`config.mk`:
```
export PLATFORM = sky130hd
export DESIGN_NAME = mem_access_unit
export DESIGN_NICKNAME = d
export VERILOG_FILES = /design/src/rtl/mem_access_unit.sv
export SDC_FILE = /design/constraint.sdc
export NUM_CORES = 1
export LEC_CHECK = 0
export BUFFER_PORTS_ARGS = -buffer_cell sky130_fd_sc_hd__buf_2
export CORE_AREA = 3 3 108 110
export DETAILED_ROUTE_END_ITERATION = 7
export DIE_AREA = 0 0 111 113
export GPL_TIMING_DRIVEN = 0
export PLACE_DENSITY_LB_ADDON = 0.25
export SKIP_CTS_REPAIR_TIMING = 1
export SYNTH_ARGS = -nofsm -noshare
export SYNTH_HDL_FRONTEND = slang
export SYNTH_SLANG_ARGS = --single-unit
```
`constraint.sdc`:
```
create_clock -name clk -period 3.3 [get_ports clk]
set_input_delay 0.66 -clock clk [delete_from_list [all_inputs] [get_ports clk]]
set_output_delay 0.66 -clock clk [all_outputs]
set_load 0.005 [all_outputs]
```
`src/rtl/mem_access_unit.sv`:
```
// mem_access_unit: memory-stage load/store engine driving a req/ack data bus with byte-lane alignment and pipeline stall
// Optional build macro: MISALIGN_CHECK_EN rejects misaligned word accesses without issuing a bus request.
// Ports: clk, rst_n (async, active-low); MemWriteM/ResultSrcM/MemTypeM/ALUResultM/WriteDataM from EX/MEM;
//        bus_req/bus_we/bus_addr/bus_wdata/bus_be out and bus_ack/bus_rdata in on the data bus;
//        StallM, ReadDataM, AccessErrM back to the pipeline.
module mem_access_unit #(
    parameter int TIMEOUT_CYCLES = 255
) (
    input  logic        clk,
    input  logic        rst_n,
    input  logic        MemWriteM,
    input  logic        ResultSrcM,
    input  logic        MemTypeM,
    input  logic [31:0] ALUResultM,
    input  logic [31:0] WriteDataM,
    output logic        bus_req,
    output logic        bus_we,
    output logic [31:0] bus_addr,
    output logic [31:0] bus_wdata,
    output logic [3:0]  bus_be,
    input  logic        bus_ack,
    input  logic [31:0] bus_rdata,
    output logic        StallM,
    output logic [31:0] ReadDataM,
    output logic        AccessErrM
);
    typedef enum logic [1:0] {S_IDLE, S_REQ, S_DONE} state_t;
    // the REQ cycle in which the counter would reach TIMEOUT_CYCLES without an ack
    localparam logic [7:0] LP_LAST = 8'(TIMEOUT_CYCLES - 1);
    state_t      r_state;
    logic [7:0]  r_cnt;
    logic        w_access;
    logic        w_load;
    logic        w_misalign;
    logic [31:0] w_rbyte;
    assign w_access = MemWriteM | ResultSrcM;
    // a store wins when both request bits are set, so only a pure load updates ReadDataM
    assign w_load   = ResultSrcM & ~MemWriteM;
`ifdef MISALIGN_CHECK_EN
    assign w_misalign = ~MemTypeM & (ALUResultM[1:0] != 2'b00);
`else
    assign w_misalign = 1'b0;
`endif
    // inputs are frozen by the stall, so the byte offset is still valid when the ack arrives
    assign w_rbyte = {24'h0, bus_rdata[{ALUResultM[1:0], 3'b000} +: 8]};
    assign StallM  = rst_n & ((r_state == S_IDLE & w_access) | (r_state == S_REQ));
    always_ff @(posedge clk or negedge rst_n) begin
        if (!rst_n) begin
            r_state    <= S_IDLE;
            r_cnt      <= 8'h0;
            bus_req    <= 1'b0;
            bus_we     <= 1'b0;
            bus_addr   <= 32'h0;
            bus_wdata  <= 32'h0;
            bus_be     <= 4'h0;
            ReadDataM  <= 32'h0;
            AccessErrM <= 1'b0;
        end else begin
            case (r_state)
                S_IDLE: begin
                    if (w_access && w_misalign) begin
                        r_state    <= S_DONE;
                        ReadDataM  <= 32'h0;
                        AccessErrM <= 1'b1;
                    end else if (w_access) begin
                        r_state   <= S_REQ;
                        r_cnt     <= 8'h0;
                        bus_req   <= 1'b1;
                        bus_we    <= MemWriteM;
                        bus_addr  <= {ALUResultM[31:2], 2'b00};
                        bus_wdata <= MemTypeM ? {4{WriteDataM[7:0]}} : WriteDataM;
                        bus_be    <= MemTypeM ? 4'b0001 << ALUResultM[1:0] : 4'hF;
                    end
                end
                S_REQ: begin
                    if (bus_ack) begin
                        r_state <= S_DONE;
                        bus_req <= 1'b0;
                        if (w_load)
                            ReadDataM <= MemTypeM ? w_rbyte : bus_rdata;
                    end else begin
                        r_cnt <= r_cnt + 8'h1;
                        if (r_cnt == LP_LAST) begin
                            r_state    <= S_DONE;
                            bus_req    <= 1'b0;
                            ReadDataM  <= 32'h0;
                            AccessErrM <= 1'b1;
                        end
                    end
                end
                default: begin
                    r_state    <= S_IDLE;
                    AccessErrM <= 1'b0;
                end
            endcase
        end
    end
endmodule

```
==> impl_metrics.tcl, run 1 <==
set metrics [dict create \
    status "finished clean" \
    synth-async-reset-ratio 1.000 \
    postRouteAntennaNets 0 \
    synth-xor-area-share 0.001811 \
    ys_warn_count 0 \
    ctsHtreeMaxLevel 3 \
    worstMarginPinSlew_ps 911.8 \
    synth_compound_area_frac 0.1498 \
    fin_crit_sh 0.9310 \
    drive_gt1_frac 0.4984 \
    port_buffers 203 \
    powerDensity_nw_per_um2 805.3 \
    startpoint_type "flop" \
    clockBufferDepth 2 \
    cts_tree "built" \
    dieArea_um2 12540 \
    drtIter0Drc 183 \
    synth_adder_area_share 0.005173 \
    skew_ps 8.728 \
    power_leakage_nw 3.121 \
    ys_types 43 \
    nNetsFinal 709 \
    maxCapViolations 0 \
    io_pins 206 \
    drv_slew 0 \
    antenna_found_initial 0 \
    drc 0 \
    fin_ws_ps 227.7 \
    wl_per_cell_um 17.52 \
    firstDrtPassIters 4 \
    grt_pass1_wl_um 21350 \
    r2r_slack_ps 1010 \
    start_util 0.4482 \
    postSynthCellCount 389 \
    crit_family "simple AND/OR/NAND/NOR gates" \
    ys_ff_latch 111 \
    worstSetupPathType "reg2out" \
    rsz0062_at_grt "false" \
    netlist_area_um2 4837 \
    path_max_fanout 10 \
    cp-end-kind "output pin" \
    core_um2 10790 \
    hold_path_class "in2async" \
    clkLatencyLatePin_ps 370 \
    vias 4006 \
    grt.total_usage 0.2115 \
    fin_crit_ps 3072 \
    synth_flop_cell "dfrtp_1" \
    crit_chain "or2_2 -> clkbuf_1 -> nor2_1 -> buf_2 -> o21a_1 -> buf_2" \
    cp.arrival_ps 2410 \
    area.growth.synth_to_final_pct 29.64 \
    antenna_cells 0 \
    critPathBufInv 3 \
    r2r_end "bus_wdata[19]$_DFFE_PN0P_" \
    gp_congestion 0.8398 \
    cts-root-buf "clkbuf_8" \
    grt_max_degree 66 \
    muxShareOfSynthArea 0.1674 \
    yosysSeqAreaShare 0.5742 \
    yosys.area_share.simple 0.04475 \
    synth_edf_count 0 \
    syn-mean-instance-area_um2 12.43 \
    hold_viol 0 \
    cts_sinks 111 \
    total_power_mw 5.050 \
    setup_viol 0 \
    r2r-start "r_state[0]$_DFFE_PN0P_" \
    crit_required_ps 2640 \
    dieWidth_um 111 \
    slowest_stage "dfrtp_1" \
    place_hpwl_um 10150 \
    critPathMostFrequentCell "buf_2" \
    reg2reg_depth 5 \
    wirelength_um 13140 \
    rows 38 \
    relSlewSlack 0.3874 \
    vias_per_cell 5.341 \
    dp_slack_ps 590.3 \
    ir_drop_v 0.0004733 \
    fmax_mhz 325.5 \
    die_y_um 113 \
    synth_top_family_by_area "multiplexers" \
    clkTransAtPathRegs_ps 100 \
    grt-ovfl-total 0 \
    cp_slowest_stage_delay_ps 470 \
    numCtsBuffers 9 \
    grt_pass1_vias 4241 \
]
## cells by family (layout without fill, tap and decap cells)
group                      count (synthesis)  in the layout
AOI/OAI and AO/OA                        101            101
xor gates and xnor gates                   1              1
buffers and inverters                     62            282
DFF                                      111            111
adders and majority gates                  2              2
muxes                                     72             72
and+or+nand+nor                           39             39
other                                      1              2
## synthesized netlist by cell type, types with 2 or more instances
cell | number | share of area
a21boi_0 | 2 | 0.0031
a21oi_1 | 3 | 0.0031
a32o_1 | 24 | 0.050
and2_1 | 2 | 0.0026
buf_2 | 7 | 0.0072
buf_4 | 2 | 0.0031
buf_6 | 3 | 0.0070
clkbuf_1 | 15 | 0.012
dfrtp_1 | 111 | 0.57
ha_1 | 2 | 0.0052
inv_1 | 34 | 0.026
mux2_2 | 71 | 0.17
nand2_1 | 14 | 0.011
nand4b_1 | 2 | 0.0036
nor2_1 | 5 | 0.0039
nor3_1 | 2 | 0.0021
o211ai_1 | 10 | 0.016
o21a_1 | 2 | 0.0031
o21ai_0 | 37 | 0.038
o22ai_1 | 8 | 0.010
o31ai_1 | 2 | 0.0031
o32ai_1 | 8 | 0.014
or3_1 | 3 | 0.0039
## per-layer routing
metal | global-route usage | vias to the layer above | routed length, um | part of all wire
met4 | 0.09688 | 0 | 365 | 0.028
li1 | - | 1841 | - | -
met1 | 0.2639 | 1980 | 5390 | 0.41
met5 | 0 | - | 0 | 0
met3 | 0.05508 | 26 | 980 | 0.075
met2 | 0.3479 | 159 | 6402 | 0.49
## worst max path at each step
| stage | end | cells past startpoint | from |
|---|---|---|---|
| floorplan | StallM | 5 | r_state[0]$_DFFE_PN0P_ |
| detailed placement | StallM | 6 | MemWriteM |
| global route | StallM | 6 | r_state[0]$_DFFE_PN0P_ |
| global placement | StallM | 3 | rst_n |
| CTS | StallM | 6 | r_state[0]$_DFFE_PN0P_ |
| finish | StallM | 6 | r_state[0]$_DFFE_PN0P_ |
## layout by cell type, fill, tap and decap left out, types with 2 or more instances in the layout
master and count:
buf_2 209, dfrtp_1 111, mux2_2 71, o21ai_0 37, inv_1 34, a32o_1 24, clkbuf_1 16, nand2_1 14
clkbuf_8 12, o211ai_1 10, o22ai_1 8, o32ai_1 8, nor2_1 5, or3_1 3, buf_6 3, a21oi_1 3
buf_4 3, o21a_1 2, and2_1 2, nor3_1 2, nand4b_1 2, o31ai_1 2, a21boi_0 2, ha_1 2
conb_1 2, clkinv_2 2
## through the flow
stage,area (um2),hold slack (ps),setup TNS [ps],cells,utilization
global route,6271,327.2,0,750,0.5810
floorplan,4841,364.4,0,390,-
global placement,6032,484.1,-284.7,733,0.5589
CTS,6271,308.7,0,750,0.5810
detailed placement,6062,489.9,0,734,0.5617
finish,6271,293.2,0,750,0.5810
## layout make-up
type | instances | area, um2
plain buffers | 28 | 143.9
clock inverters | 3 | 40.04
multi-input cells | 217 | 1792
clock buffers | 13 | 168.9
inverters | 34 | 127.6
fillers | 919 | 4522
flip-flops and latches | 111 | 2778
repair buffers | 204 | 1046
well taps | 140 | 175.2
## registers in the layout, indices dropped and copies added (netlist names), 2 cells and up
register,cells
ReadDataM,32
bus_addr,30
bus_be,4
bus_wdata,32
r_cnt,8
r_state,2
## report_power, final
| part | internal, mW | switching, mW |
|---|---|---|
| Combinational | 1.09 | 0.828 |
| Sequential | 1.96 | 0.322 |
| Clock | 0.412 | 0.440 |
| Total | 3.46 | 1.59 |
(Power assumes the default switching activity.)
==> run 2: changes to the inputs <==
--- a/config.mk
+++ b/config.mk
@@ -5,11 +5,10 @@
 export SDC_FILE = /design/constraint.sdc
 export NUM_CORES = 1
 export LEC_CHECK = 0
-export BUFFER_PORTS_ARGS = -buffer_cell sky130_fd_sc_hd__buf_2
+export BUFFER_PORTS_ARGS = -buffer_cell sky130_fd_sc_hd__buf_4
 export CORE_AREA = 3 3 108 110
 export DETAILED_ROUTE_END_ITERATION = 7
 export DIE_AREA = 0 0 111 113
-export GPL_TIMING_DRIVEN = 0
 export PLACE_DENSITY_LB_ADDON = 0.25
 export SKIP_CTS_REPAIR_TIMING = 1
 export SYNTH_ARGS = -nofsm -noshare
==> impl_metrics.tcl, run 2 (synthesis gave the netlist of run 1 again) <==
set metrics [dict create \
    multiInputGateArea_um2 1799 \
    cp-end-kind "output pin" \
    dieWidth_um 111 \
    skew_ps 10.40 \
    top_regs "ReadDataM: 32 flops, bus_wdata: 32 flops, bus_addr: 30 flops" \
    slowest_stage "nor2_1" \
    fin_crit_ps 2375 \
    dieArea_um2 12540 \
    ir_drop_v 0.0004565 \
    cp_slowest_stage_delay_ps 520 \
    ctsHtreeMaxLevel 3 \
    worstMarginPinSlew_ps 944.8 \
    hold_viol 0 \
    drc 0 \
    total_power_mw 5.259 \
    drtIter0Drc 160 \
    worstSetupPathType "in2out" \
    rsz0062_at_grt "false" \
    firstDrtPassIters 4 \
    start_util 0.4482 \
    cts_sinks 111 \
    reg2reg_depth 3 \
    power_leakage_nw 3.182 \
    grt-ovfl-total 0 \
    die_y_um 113 \
    antenna_cells 0 \
    critPathMostFrequentCell "buf_4" \
    layout.cells.most_common_list "buf_4, dfrtp_1, mux2_2" \
    postRouteAntennaNets 0 \
    clkTransAtPathRegs_ps 100 \
    grt_pass1_vias 4047 \
    wirelength_um 12720 \
    clockBufferDepth 2 \
    gp_congestion 0.8439 \
    port_buffers 203 \
    setup_viol 0 \
    vias_per_cell 5.272 \
    numCtsBuffers 9 \
    status "finished clean" \
    wl_per_cell_um 17.54 \
    grt_pass1_wl_um 20230 \
    grt_max_degree 61 \
    layout_commonest_cell "buf_4" \
    vias 3822 \
    grt.total_usage 0.1987 \
    nNetsFinal 685 \
    drv_slew 0 \
    rows 38 \
    relSlewSlack 0.3696 \
    powerDensity_nw_per_um2 796.2 \
    core_um2 10790 \
    fin_crit_sh 0.7197 \
    crit_required_ps 2640 \
    crit_chain "buf_4 -> nor2_1 -> nor2_4 -> o21a_1 -> buf_4" \
    seq_area_um2 2778 \
    io_pins 206 \
    antenna_found_initial 0 \
    place_hpwl_um 9515 \
    nFillCells 916 \
    area.growth.synth_to_final_pct 36.55 \
    fmax_mhz 421.1 \
    cts-root-buf "clkbuf_8" \
    startpoint_type "input port" \
    maxCapViolations 0 \
    cp.arrival_ps 1710 \
    design_area_um2 6605 \
    hold_path_class "in2async" \
    place_area_um2 6441 \
    tns_ps 0 \
    r2r_slack_ps 1050 \
    path_max_fanout 14 \
    drive_gt1_frac 0.5060 \
    cts_tree "built" \
    clkLatencyLatePin_ps 360 \
]
[run 2: cell count changes in the layout (fill, tap and decap cells not counted), moves of 2 or more]
cell	previous run	this run
clkbuf_8	12	10
buf_2	209	0
buf_6	3	0
buf_4	3	208
clkbuf_1	16	1
[run 2: layout make-up]
| type | instances | share of cell area |
|---|---|---|
| clock buffers | 11 | 0.02141 |
| multi-input cells | 217 | 0.2724 |
| clock inverters | 4 | 0.003410 |
| flip-flops and latches | 111 | 0.4205 |
| well taps | 140 | 0.02652 |
| inverters | 34 | 0.01932 |
| repair buffers | 208 | 0.2364 |
[run 2: final timing paths]
kind                                     startpoint                         to
max                                      ResultSrcM                     StallM
min                                           rst_n      bus_be[2]$_DFFE_PN0P_
max reg2reg                  r_state[1]$_DFFE_PN0P_  ReadDataM[14]$_DFFE_PN0P_
min reg2reg                bus_addr[22]$_DFFE_PN0P_   bus_addr[22]$_DFFE_PN0P_
max in group asynchronous                     rst_n  bus_wdata[18]$_DFFE_PN0P_
min in group clk           bus_addr[22]$_DFFE_PN0P_   bus_addr[22]$_DFFE_PN0P_
[run 2: critical path: cells and delay by family]
family,cells,cell delay (ps)
and+or+nand+nor,2,560
buffers and inverters,2,290
AOI/OAI and AO/OA,1,200
[run 2: through the flow]
stage                     std cells  setup WS, ps  utilization  hold slack (ps)
after floorplan                 390          1147            -            364.4
after global placement          710         824.3       0.5968            490.2
after detailed placement        710         780.3       0.5968            496.5
after CTS                       725         926.1       0.6120            442.7
after global routing            725         857.5       0.6120            483.2
final                           725         925.1       0.6120            429.0
[run 2: metal layers]
layer | share of wire | track usage | vias up
met3 | 0.083 | 0.06471 | 14
met1 | 0.40 | 0.2297 | 1882
met4 | 0.015 | 0.06404 | 0
li1 | - | - | 1793
met5 | 0 | 0 | -
met2 | 0.51 | 0.3511 | 133
[run 2: report_power, final]
group          switching [mW]  internal (mW)  total, mW
sequential              0.353           1.96       2.31
combinational           0.817           1.41       2.22
clock                   0.435          0.289      0.723
==> run 3: changes to the inputs <==
--- a/config.mk
+++ b/config.mk
@@ -5,10 +5,11 @@
 export SDC_FILE = /design/constraint.sdc
 export NUM_CORES = 1
 export LEC_CHECK = 0
+export ABC_AREA = 1
 export BUFFER_PORTS_ARGS = -buffer_cell sky130_fd_sc_hd__buf_4
-export CORE_AREA = 3 3 108 110
+export CORE_AREA = 3 3 111 113
 export DETAILED_ROUTE_END_ITERATION = 7
-export DIE_AREA = 0 0 111 113
+export DIE_AREA = 0 0 114 116
 export PLACE_DENSITY_LB_ADDON = 0.25
 export SKIP_CTS_REPAIR_TIMING = 1
 export SYNTH_ARGS = -nofsm -noshare
==> constraint.sdc (replaced) <==
create_clock -name clk -period 2.4 [get_ports clk]
set_input_delay 0.48 -clock clk [delete_from_list [all_inputs] [get_ports clk]]
set_output_delay 0.48 -clock clk [all_outputs]
set_load 0.005 [all_outputs]
==> impl_metrics.tcl, run 3 <==
set metrics [dict create \
    status "finished clean" \
    place_hpwl_um 10660 \
    design_area_um2 6972 \
    hold_viol 0 \
    postSynthCellCount 642 \
    grt-ovfl-total 0 \
    wirelength_um 14570 \
    powerDensity_nw_per_um2 1114 \
    syn-mean-instance-area_um2 7.909 \
    synth_top_family_by_area "simple AND/OR/NAND/NOR gates" \
    drtIter0Drc 365 \
    vias_per_cell 5.028 \
    numCtsBuffers 9 \
    dieWidth_um 114 \
    startpoint_type "flop" \
    crit_required_ps 1920 \
    hold_ws_ps 155.3 \
    top_regs "ReadDataM: 32 flops, bus_wdata: 32 flops, bus_addr: 30 flops" \
    dp_slack_ps 675.3 \
    multiInputGateArea_um2 1974 \
    area.growth.synth_to_final_pct 37.31 \
    core_um2 11420 \
    grt_pass1_wl_um 22710 \
    cts_tree "built" \
    yosysSeqAreaShare 0.5471 \
    fin_ws_ps 528.1 \
    drv_slew 0 \
    gp_congestion 0.8766 \
    final_cells 977 \
    ys_ff_latch 111 \
    antenna_cells 0 \
    tns_ps 0 \
    synth_common_cells "nand2_1, dfrtp_1, nand3_1" \
    layout.cells.most_common_list "nand2_1, buf_4, dfrtp_1" \
    io_pins 206 \
    clkTransAtPathRegs_ps 70 \
    die_y_um 116 \
    clockBufferDepth 2 \
    post-route-util 0.6106 \
    cts-root-buf "clkbuf_16" \
    total_power_mw 7.769 \
    hold_path_class "in2async" \
    dp.cells 961 \
    synth_edf_count 0 \
    synth.most_common_cell "nand2_1" \
    wl_per_cell_um 14.91 \
    start_util 0.4447 \
    fin_crit_ps 1872 \
    synth_area_leader_cell "dfrtp_1" \
    drive_gt1_frac 0.2866 \
    seq_area_um2 2778 \
    skew_ps 7.972 \
    grt_max_degree 112 \
    synth_adder_area_share 0.004929 \
    power_leakage_nw 3.863 \
    synth_flop_cell "dfrtp_1" \
    rows 39 \
    antenna_found_initial 0 \
    synth_top_area_share 0.5471 \
    port_buffers 203 \
    synth.area.top_cells "dfrtp_1, nand2_1, nand3_1" \
    maxCapViolations 0 \
    synth_compound_area_frac 0.04633 \
    worstMarginPinSlew_ps 739.2 \
    yosys.area_share.simple 0.3361 \
    nNetsFinal 933 \
    place_area_um2 6690 \
    ir_drop_v 0.0006892 \
    dieArea_um2 13220 \
    drc 0 \
    rsz0062_at_grt "false" \
    cp.arrival_ps 1390 \
    muxShareOfSynthArea 0 \
    worstSetupPathType "reg2out" \
    cp-end-kind "output pin" \
    ys_warn_count 0 \
    vias 4912 \
    synth-async-reset-ratio 1.000 \
    fin_crit_sh 0.7800 \
    postRouteAntennaNets 0 \
    netlist_area_um2 5077 \
    grt_pass1_vias 4621 \
    setup_viol 0 \
    fmax_mhz 534.2 \
    layout_commonest_cell "nand2_1" \
    nFillCells 998 \
    ys_types 27 \
    relSlewSlack 0.5060 \
    cts_sinks 111 \
    grt.total_usage 0.2175 \
    ctsHtreeMaxLevel 3 \
    clkLatencyLatePin_ps 360 \
    firstDrtPassIters 5 \
    path_max_fanout 6 \
    synth-xor-area-share 0 \
]
## run 3: cell count changes after synthesis, moves of 24 or more
cell	change
a31oi_1	+24
o21ai_0	-35
nor2_1	+49
a32o_1	-24
nand3_1	+69
nand2_1	+259
mux2_2	-71
## run 3: cell families (layout without fill, tap and decap cells)
logic type / count (synthesis) / after routing
AO/OA/AOI/OAI: 40 / 40
adder cells (fa/ha/maj): 2 / 2
buffers and inverters: 77 / 268
flip-flops: 111 / 111
other: 1 / 2
AND/OR/NAND/NOR: 411 / 411
## run 3: final cells by class
type                    instances  share of cell area
clock buffers                  10             0.03284
clock inverters                 6            0.007538
inverters                      42             0.02261
multi-input cells             455              0.2832
flip-flops and latches        111              0.3984
well taps                     143             0.02566
repair buffers                210              0.2297
## run 3: metal layers
metal | vias to the layer above | track usage | part of all wire
met2 | 191 | 0.3478 | 0.48
met5 | - | 0 | 0
met4 | 0 | 0.07997 | 0.016
met3 | 14 | 0.06997 | 0.10
li1 | 2389 | - | -
met1 | 2318 | 0.2784 | 0.40
## run 3: critical path: stages (launching register included)
cell,delay (ps)
dfrtp_1,470
nor2_1,150
nand2_2,130
a21boi_1,150
buf_4,130
## run 3: final timing paths
kind	cells after the start	endpoint	startpoint	slack, ps
worst max-delay path	4	StallM	r_state[1]$_DFFE_PN0P_	530
min in group clk	3	bus_addr[30]$_DFFE_PN0P_	ALUResultM[30]	310
worst min register to register	2	bus_addr[14]$_DFFE_PN0P_	bus_addr[14]$_DFFE_PN0P_	490
max in group asynchronous	2	ReadDataM[23]$_DFFE_PN0P_	rst_n	1700
worst max register to register	8	ReadDataM[2]$_DFFE_PN0P_	r_cnt[0]$_DFFE_PN0P_	660
worst min-delay path	2	r_cnt[2]$_DFFE_PN0P_	rst_n	160
## run 3: power by group
part,switching [mW],internal (mW)
clock network,0.731,0.724
logic,1.52,1.59
registers,0.531,2.68
